**config.mk**
```make
export PLATFORM = sky130hd
export DESIGN_NAME = truth_table_sequencer_flat
export DESIGN_NICKNAME = d
export VERILOG_FILES = /design/src/rtl/truth_table_sequencer_if.sv /design/src/rtl/truth_table_sequencer.sv /design/src/flat_wrapper.sv
export SDC_FILE = /design/constraint.sdc
export NUM_CORES = 1
export LEC_CHECK = 0
export CAP_MARGIN = 20
export CORE_MARGIN = 10
export CORE_UTILIZATION = 50
export DETAILED_ROUTE_END_ITERATION = 7
export PLACE_DENSITY = 0.88
export SLEW_MARGIN = 15
export SYNTH_ARGS = -nofsm -noshare
export SYNTH_HDL_FRONTEND = slang
export SYNTH_SLANG_ARGS = --single-unit
```
**constraint.sdc**
```tcl
create_clock -name clk -period 2.3 [get_ports clk]
set_clock_uncertainty 0.1 [all_clocks]
set_input_delay 0.575 -clock clk [delete_from_list [all_inputs] [get_ports clk]]
set_output_delay 0.575 -clock clk [all_outputs]
set_load 0.01 [all_outputs]
```
**src/rtl/truth_table_sequencer_if.sv**
```systemverilog
// Signal bundle between the truth-table sequencer (master) and the board buttons/LEDs
// plus the function block under test (slave side).
interface truth_table_sequencer_if;
   logic       start;
   logic       drv_a;
   logic       drv_b;
   logic       drv_c;
   logic       f_in;
   logic       busy;
   logic       done;
   logic [7:0] table_out;
   logic       pass;
   logic [3:0] err_count;

   modport master (
      input  start, f_in,
      output drv_a, drv_b, drv_c, busy, done, table_out, pass, err_count
   );

   modport slave (
      output start, f_in,
      input  drv_a, drv_b, drv_c, busy, done, table_out, pass, err_count
   );
endinterface

```
**src/rtl/truth_table_sequencer.sv**
```systemverilog
// Sweeps all eight {A,B,C} vectors through the function block and captures F into a truth table.
// Define TT_SELFCHECK_EN to compile in the golden-mask comparator (pass / err_count).
module truth_table_sequencer #(
   parameter int unsigned SETTLE_CYCLES = 2,
   parameter logic [7:0]  EXPECTED      = 8'h1D
) (
   input logic                     clk,
   input logic                     reset,
   truth_table_sequencer_if.master bus
);

   typedef enum logic [1:0] {IDLE, DRIVE, SAMPLE, DONE} state_t;

   localparam logic [3:0] SETTLE_LAST = 4'(SETTLE_CYCLES - 1);

   if (SETTLE_CYCLES < 1 || SETTLE_CYCLES > 15 || $bits(EXPECTED) != 8) begin : g_bad_cfg
      $error("truth_table_sequencer: SETTLE_CYCLES must be 1..15");
   end

   state_t     state_q;
   state_t     state_d;
   logic [2:0] idx_q;
   logic [3:0] cnt_q;
   logic [7:0] table_q;
   logic [7:0] table_next;
   logic       accept;
   logic       last_capture;

   assign accept       = (state_q == IDLE) && bus.start;
   assign last_capture = (state_q == SAMPLE) && (idx_q == 3'd7);

   // NOTE: sequential state uses non-blocking assignments so every register sees pre-edge values.
   always_ff @(posedge clk) begin
      if (reset) state_q <= IDLE;
      else       state_q <= state_d;
   end

   // NOTE: next-state defaults to the current state first, so no path leaves it unassigned (no latch).
   always_comb begin
      state_d = state_q;
      unique case (state_q)
         IDLE:    if (bus.start) state_d = DRIVE;
         DRIVE:   if (cnt_q == SETTLE_LAST) state_d = SAMPLE;
         SAMPLE:  state_d = (idx_q == 3'd7) ? DONE : DRIVE;
         DONE:    state_d = IDLE;
         default: state_d = IDLE;
      endcase
   end

   always_comb begin
      table_next        = table_q;
      table_next[idx_q] = bus.f_in;
   end

   // idx doubles as the registered drive vector; clearing it on the way out of DONE parks drv_* at 0.
   // NOTE: the 8-bit table is a plain register, not a memory, so it is reset along with the rest.
   always_ff @(posedge clk) begin
      if (reset) begin
         idx_q   <= '0;
         cnt_q   <= '0;
         table_q <= '0;
      end else begin
         unique case (state_q)
            IDLE: begin
               if (accept) begin
                  idx_q   <= '0;
                  cnt_q   <= '0;
                  table_q <= '0;
               end
            end
            DRIVE:  cnt_q <= cnt_q + 4'd1;
            SAMPLE: begin
               table_q <= table_next;
               cnt_q   <= '0;
               if (idx_q != 3'd7) idx_q <= idx_q + 3'd1;
            end
            DONE:    idx_q <= '0;
            default: ;
         endcase
      end
   end

   always_comb begin
      bus.busy      = (state_q == DRIVE) || (state_q == SAMPLE);
      bus.done      = (state_q == DONE);
      bus.drv_a     = idx_q[2];
      bus.drv_b     = idx_q[1];
      bus.drv_c     = idx_q[0];
      bus.table_out = table_q;
   end

`ifdef TT_SELFCHECK_EN
   function automatic logic [3:0] popcount8(input logic [7:0] v);
      logic [3:0] n;
      n = '0;
      for (int i = 0; i < 8; i++) n = n + 4'(v[i]);
      return n;
   endfunction

   logic       pass_q;
   logic [3:0] err_q;

   // Results are computed from the table as it will be after the final capture edge.
   always_ff @(posedge clk) begin
      if (reset || accept) begin
         pass_q <= 1'b0;
         err_q  <= '0;
      end else if (last_capture) begin
         pass_q <= (table_next == EXPECTED);
         err_q  <= popcount8(table_next ^ EXPECTED);
      end
   end

   assign bus.pass      = pass_q;
   assign bus.err_count = err_q;
`else
   logic unused_last_capture;
   assign unused_last_capture = last_capture;
   assign bus.pass            = 1'b0;
   assign bus.err_count       = 4'd0;
`endif

endmodule
```
**src/flat_wrapper.sv**
```systemverilog
// flat-port wrapper written by rule: the top's interface ports become plain ports
module truth_table_sequencer_flat 
#(
   parameter int unsigned SETTLE_CYCLES = 2,
   parameter logic [7:0]  EXPECTED      = 8'h1D
)
  (clk, reset, bus_start, bus_f_in, bus_drv_a, bus_drv_b, bus_drv_c, bus_busy, bus_done, bus_table_out, bus_pass, bus_err_count);
  truth_table_sequencer_if bus_i ();
  input logic clk;
  input logic reset;
  input wire logic [$bits(bus_i.start)-1:0] bus_start;
  input wire logic [$bits(bus_i.f_in)-1:0] bus_f_in;
  output wire logic [$bits(bus_i.drv_a)-1:0] bus_drv_a;
  output wire logic [$bits(bus_i.drv_b)-1:0] bus_drv_b;
  output wire logic [$bits(bus_i.drv_c)-1:0] bus_drv_c;
  output wire logic [$bits(bus_i.busy)-1:0] bus_busy;
  output wire logic [$bits(bus_i.done)-1:0] bus_done;
  output wire logic [$bits(bus_i.table_out)-1:0] bus_table_out;
  output wire logic [$bits(bus_i.pass)-1:0] bus_pass;
  output wire logic [$bits(bus_i.err_count)-1:0] bus_err_count;
  assign bus_i.start = bus_start;
  assign bus_i.f_in = bus_f_in;
  assign bus_drv_a = bus_i.drv_a;
  assign bus_drv_b = bus_i.drv_b;
  assign bus_drv_c = bus_i.drv_c;
  assign bus_busy = bus_i.busy;
  assign bus_done = bus_i.done;
  assign bus_table_out = bus_i.table_out;
  assign bus_pass = bus_i.pass;
  assign bus_err_count = bus_i.err_count;
  truth_table_sequencer #(.SETTLE_CYCLES(SETTLE_CYCLES), .EXPECTED(EXPECTED)) u_core (.clk(clk), .reset(reset), .bus(bus_i));
endmodule
```
* Word level (Yosys, flattened, before mapping) *
Cells that the tools add are included.

cells by class
  $lt $le $gt $ge = 2
  $add $sub $neg = 2
  eq/ne operators = 10
  reductions and logical operators = 11
  mux-type cells = 14

operators by type and width
  operator                                                                              number
  8-bit one-hot mux with 2 select lines                                                 1
  4-bit one-hot mux with 3 select lines                                                 1
  3-bit one-hot mux with 3 select lines                                                 1
  8-bit bitwise mux                                                                     1
  8-bit two-way mux                                                                     1
  2-bit one-hot mux with 4 select lines                                                 1
  2-bit two-way mux                                                                     3
  3-bit two-way mux                                                                     2
  2-bit AND reduction                                                                   3
  3-bit nonzero test                                                                    2
  4-bit by 1-bit adder with 4-bit output (second input constant)                        1
  2-bit == test (second input constant)                                                 2
  4-bit by 1-bit == test with 1-bit output (second input constant)                      1
  3-bit by 4-bit less-than comparator with 1-bit output (second input constant)         1
  4-bit two-way mux                                                                     1
  2-bit by 1-bit != test with 1-bit output (second input constant)                      2
  2-bit != test (second input constant)                                                 2
  3-bit by 1-bit adder with 3-bit output (second input constant)                        1
  1-bit demux with 3-bit select                                                         1
  3-bit == test (second input constant)                                                 1
  3-bit by 1-bit greater-or-equal comparator with 1-bit output (second input constant)  1
  3-bit != test (second input constant)                                                 1
  3-bit AND reduction                                                                   1
  2-bit by 1-bit == test with 1-bit output (second input constant)                      1
  5 further kinds                                                                       6

word-level totals
  input bits = 4
  output and inout bits = 18
  logic and storage cells = 43
  register bits = 17

* Logic depth before layout (Yosys ltp) *
  depth in word-level cells = 6
  gate-level depth with buffers = 6
  depth with buffers taken out = 5

* Worst setup path before layout *
OpenSTA, ideal clock, no wires.

  path type = flip-flop to flip-flop
  start point = register u_core.state_q[1]
  end point = register u_core.table_q[2] (netlist: u_core.bus.table_out[2])
  arrival time = 1.555 ns
  slack = 0.556 ns
  clock period less this slack = 1.744 ns
  setup time = 0.088 ns
  buffers on the path = 0
  data required time = 2.112 ns
  stages on the path, launching flop included = 6
  cells stage by stage = dfxtp_1 > inv_1 > ha_1 > nor2b_4 > or4b_4 > o32ai_2

on the way
  longest elaborated chain between the ends = 4
  elaborated cells between the ends (all ways) = 7
  classes of those cells = eq/ne (2); mux (1); reduce/logical (4)

RTL lines
  item                                                line                                                      RTL
  from (decl)                                         truth_table_sequencer.sv:20                               state_t state_q;
  from (signal assigned)                              truth_table_sequencer.sv:35                               else state_q <= state_d;
  2-bit logical NOT                                   truth_table_sequencer.sv:29, truth_table_sequencer.sv:63
  1-bit logical AND                                   truth_table_sequencer.sv:29                               assign accept = (state_q == IDLE) && bus.start;
  2-bit by 1-bit != test with 1-bit output (no line)  -
  2-bit AND reduction (no line)                       -
  to (signal assigned)                                truth_table_sequencer.sv:73                               table_q <= table_next;
  to (decl)                                           truth_table_sequencer.sv:24                               logic [7:0] table_q;

Parallel ways exist; a longest one is shown, timed or not.
A chain may end at the register's enable or synchronous reset.

* Worst setup path in the final report *
  start point = register u_core.idx_q[1]
  end point = output port bus_drv_b

RTL lines
  item                    line                         RTL
  from (decl)             truth_table_sequencer.sv:22  logic [2:0] idx_q;
  from (signal assigned)  truth_table_sequencer.sv:75  if (idx_q != 3'd7) idx_q <= idx_q + 3'd1;
  to (decl)               flat_wrapper.sv:14           output wire logic [$bits(bus_i.drv_b)-1:0] bus_drv_b;

No word-level cell between the ends.

==> impl_metrics.env <==
export IMPL_postCtsSetupRepairBufs=0
export IMPL_htreeDepth=1
export IMPL_final_nets=153
export IMPL_final_core_util=0.639
export IMPL_cts_root_buf="clkbuf_4"
export IMPL_met3_length_um=210
export IMPL_clock_path_buffers=2
export IMPL_grt_pass1_vias=894
export IMPL_start_util=0.533
export IMPL_cts_inserted_buffers=3
export IMPL_avgSynthCellArea_um2=8.75
export IMPL_met1_length_um=922
export IMPL_synth_cell_type_count=33
export IMPL_critPathTopFamily="buffers and inverters"
export IMPL_drive_gt1_frac=0.151
export IMPL_status="completed"
export IMPL_layout_common_cells="a21oi_1 (16), dfxtp_1 (16), clkdlybuf4s50_1 (15), inv_1 (11)"
export IMPL_holdBufCountCts=0
export IMPL_placed_cell_area_um2=1250
export IMPL_arrival_ns=1.43
export IMPL_stdcell_count=166
export IMPL_cp_num_buf_inv=1
export IMPL_period_needed_ns=2.11
export IMPL_grt_usage=0.113
export IMPL_peakVddDrop_v=0.000472
export IMPL_dpl_hpwl_um=1760
export IMPL_fin_crit_sh=0.915
export IMPL_final_antenna_net_count=0
export IMPL_drcViolationCount=0
export IMPL_dr_first_iter_drc_count=37
export IMPL_syn_to_final_growth_pct=19.9
export IMPL_top_layer="met4"
export IMPL_via_count=935
export IMPL_ys_ff_latch=17
export IMPL_gp_congestion=0.748
export IMPL_power_leakage_uw=0.000481
export IMPL_via_per_inst=5.63
export IMPL_drt_pass1_iterations=4
export IMPL_fin_setup_tns_ns=0
export IMPL_die_area_um2=4380
export IMPL_hp_class="reg -> reg"
export IMPL_path_cells="clkdlybuf4s50_1"
export IMPL_core_area_um2=2000
export IMPL_critPathKind="reg -> out"
export IMPL_routed_wl_um=2340
export IMPL_worst_hold_slack_ns=0.383
export IMPL_seq_area_frac_synth=0.319
export IMPL_place_inst=162
export IMPL_cp_end_kind="output pin"
export IMPL_max_freq_mhz=475
export IMPL_crit_required_ns=1.62
export IMPL_worstSetupStartpointType="flop"
export IMPL_cp_slowest_cell="clkdlybuf4s50_1"
export IMPL_cts_tree="yes"
export IMPL_die_x_um=66.2
export IMPL_antenna_found_initial=0
export IMPL_cts_resized=2
export IMPL_clk_latency_ns=0.29
export IMPL_ios=22
export IMPL_r2r_setup_slack_ns=0.41
export IMPL_clkSinkCount=17
export IMPL_p_per_area_nw_per_um2=810
export IMPL_rsz0062_at_grt="false"
export IMPL_hold_viol=0
export IMPL_ff_latch_area_um2=342
export IMPL_grt_pass1_wl_um=4030
export IMPL_grt_max_degree=17
export IMPL_rows=16
export IMPL_synthCells=122
export IMPL_critical_path_max_stage_delay_ns=0.61
export IMPL_multi_input_area_um2=632
export IMPL_route_met2_wl_um=1200
export IMPL_ys_warn_count=0
export IMPL_final_max_slew_viol_count=0
export IMPL_cp_max_fo=13
export IMPL_netlist_area_um2=1070
export IMPL_overflow=0
export IMPL_clkTransAtPathRegs_ns=0.10
export IMPL_final_area_um2=1280
export IMPL_wl_per_cell_um=14.1
export IMPL_die_height_um=66.2
export IMPL_diodes=0
export IMPL_setup_viol=0
export IMPL_port_buffer_count=16
export IMPL_fill_cells=175
export IMPL_maxCapViolCount=0
registers in the layout, summed over array words and instances (netlist names):
| signal | flops |
|---|---|
| u_core.state_q | 2 |
| u_core.bus.table_out | 8 |
| u_core.idx_q | 3 |
| u_core.cnt_q | 4 |
area by class of cell:
type,instances,share of cell area
flip-flops and latches,17,0.267
inverters,11,0.0323
multi-input cells,85,0.494
clock inverters,1,0.00391
repair buffers,22,0.159
well taps,27,0.0264
clock buffers,3,0.0176
kinds of logic after synthesis:
group / after synthesis / synth area share
AOI/OAI and AO/OA: 35 / 0.230
adders and majority gates: 9 / 0.106
buffers and inverters: 24 / 0.103
DFF: 17 / 0.319
muxes: 3 / 0.0293
other: 1 / 0.00351
and+or+nand+nor: 33 / 0.210
stage by stage:
stage               setup WS [ns]  power, µW
floorplan                   0.556        738
global placement            0.144        860
detailed placement          0.101        887
CTS                         0.182       1040
global route                0.120       1130
finish                      0.194       1040
synthesized netlist by cell type:
| cell type | number | area share |
|---|---|---|
| nand2b_1 | 2 | 0.012 |
| ha_1 | 9 | 0.11 |
| conb_1 | 1 | 0.0035 |
| nor2b_1 | 1 | 0.0059 |
| nand4b_1 | 2 | 0.016 |
| a2111oi_0 | 1 | 0.0082 |
| or4_4 | 1 | 0.011 |
| or3b_1 | 2 | 0.016 |
| nand2_1 | 9 | 0.032 |
| or2b_1 | 1 | 0.0070 |
| a21o_2 | 1 | 0.0082 |
| nand3b_1 | 5 | 0.035 |
| dfxtp_1 | 17 | 0.32 |
| nand4_1 | 2 | 0.012 |
| clkbuf_1 | 5 | 0.018 |
| or3b_2 | 2 | 0.016 |
| or4b_4 | 1 | 0.013 |
| nor2b_4 | 1 | 0.013 |
| buf_1 | 2 | 0.0070 |
| a21oi_1 | 16 | 0.075 |
| o32ai_2 | 2 | 0.030 |
| or3_1 | 2 | 0.012 |
| o32ai_1 | 7 | 0.057 |
| mux2_2 | 1 | 0.011 |
| o221a_2 | 1 | 0.011 |
| buf_2 | 1 | 0.0047 |
| inv_1 | 11 | 0.039 |
| a211oi_1 | 2 | 0.014 |
| mux2i_1 | 2 | 0.019 |
| a21o_1 | 1 | 0.0070 |
| nand3_1 | 2 | 0.0094 |
| o21ai_0 | 4 | 0.019 |
| buf_4 | 5 | 0.035 |
metal layers:
metal	track usage	up-vias
met3	0.0441	2
met2	0.199	27
met5	0	-
met1	0.126	444
li1	-	462
met4	0.0183	0
power breakdown:
group / internal (µW) / leakage, µW / switching, µW
sequential: 322 / 0.000138 / 25.2
clock: 64.6 / 0.0000177 / 93.4
combinational: 228 / 0.000325 / 304
final timing paths:
kind,from,end,depth (start not counted)
setup / recovery,u_core.idx_q[1]$_SDFFE_PP0P_,bus_drv_b,1
hold / removal,u_core.bus.table_out[5]$_SDFFE_PP0P_,u_core.bus.table_out[5]$_SDFFE_PP0P_,2
setup reg to reg,u_core.state_q[0]$_SDFFE_PP0P_,u_core.bus.table_out[2]$_SDFFE_PP0P_,5
hold reg to reg,u_core.bus.table_out[5]$_SDFFE_PP0P_,u_core.bus.table_out[5]$_SDFFE_PP0P_,2
Power figures use the tool's default switching activity.
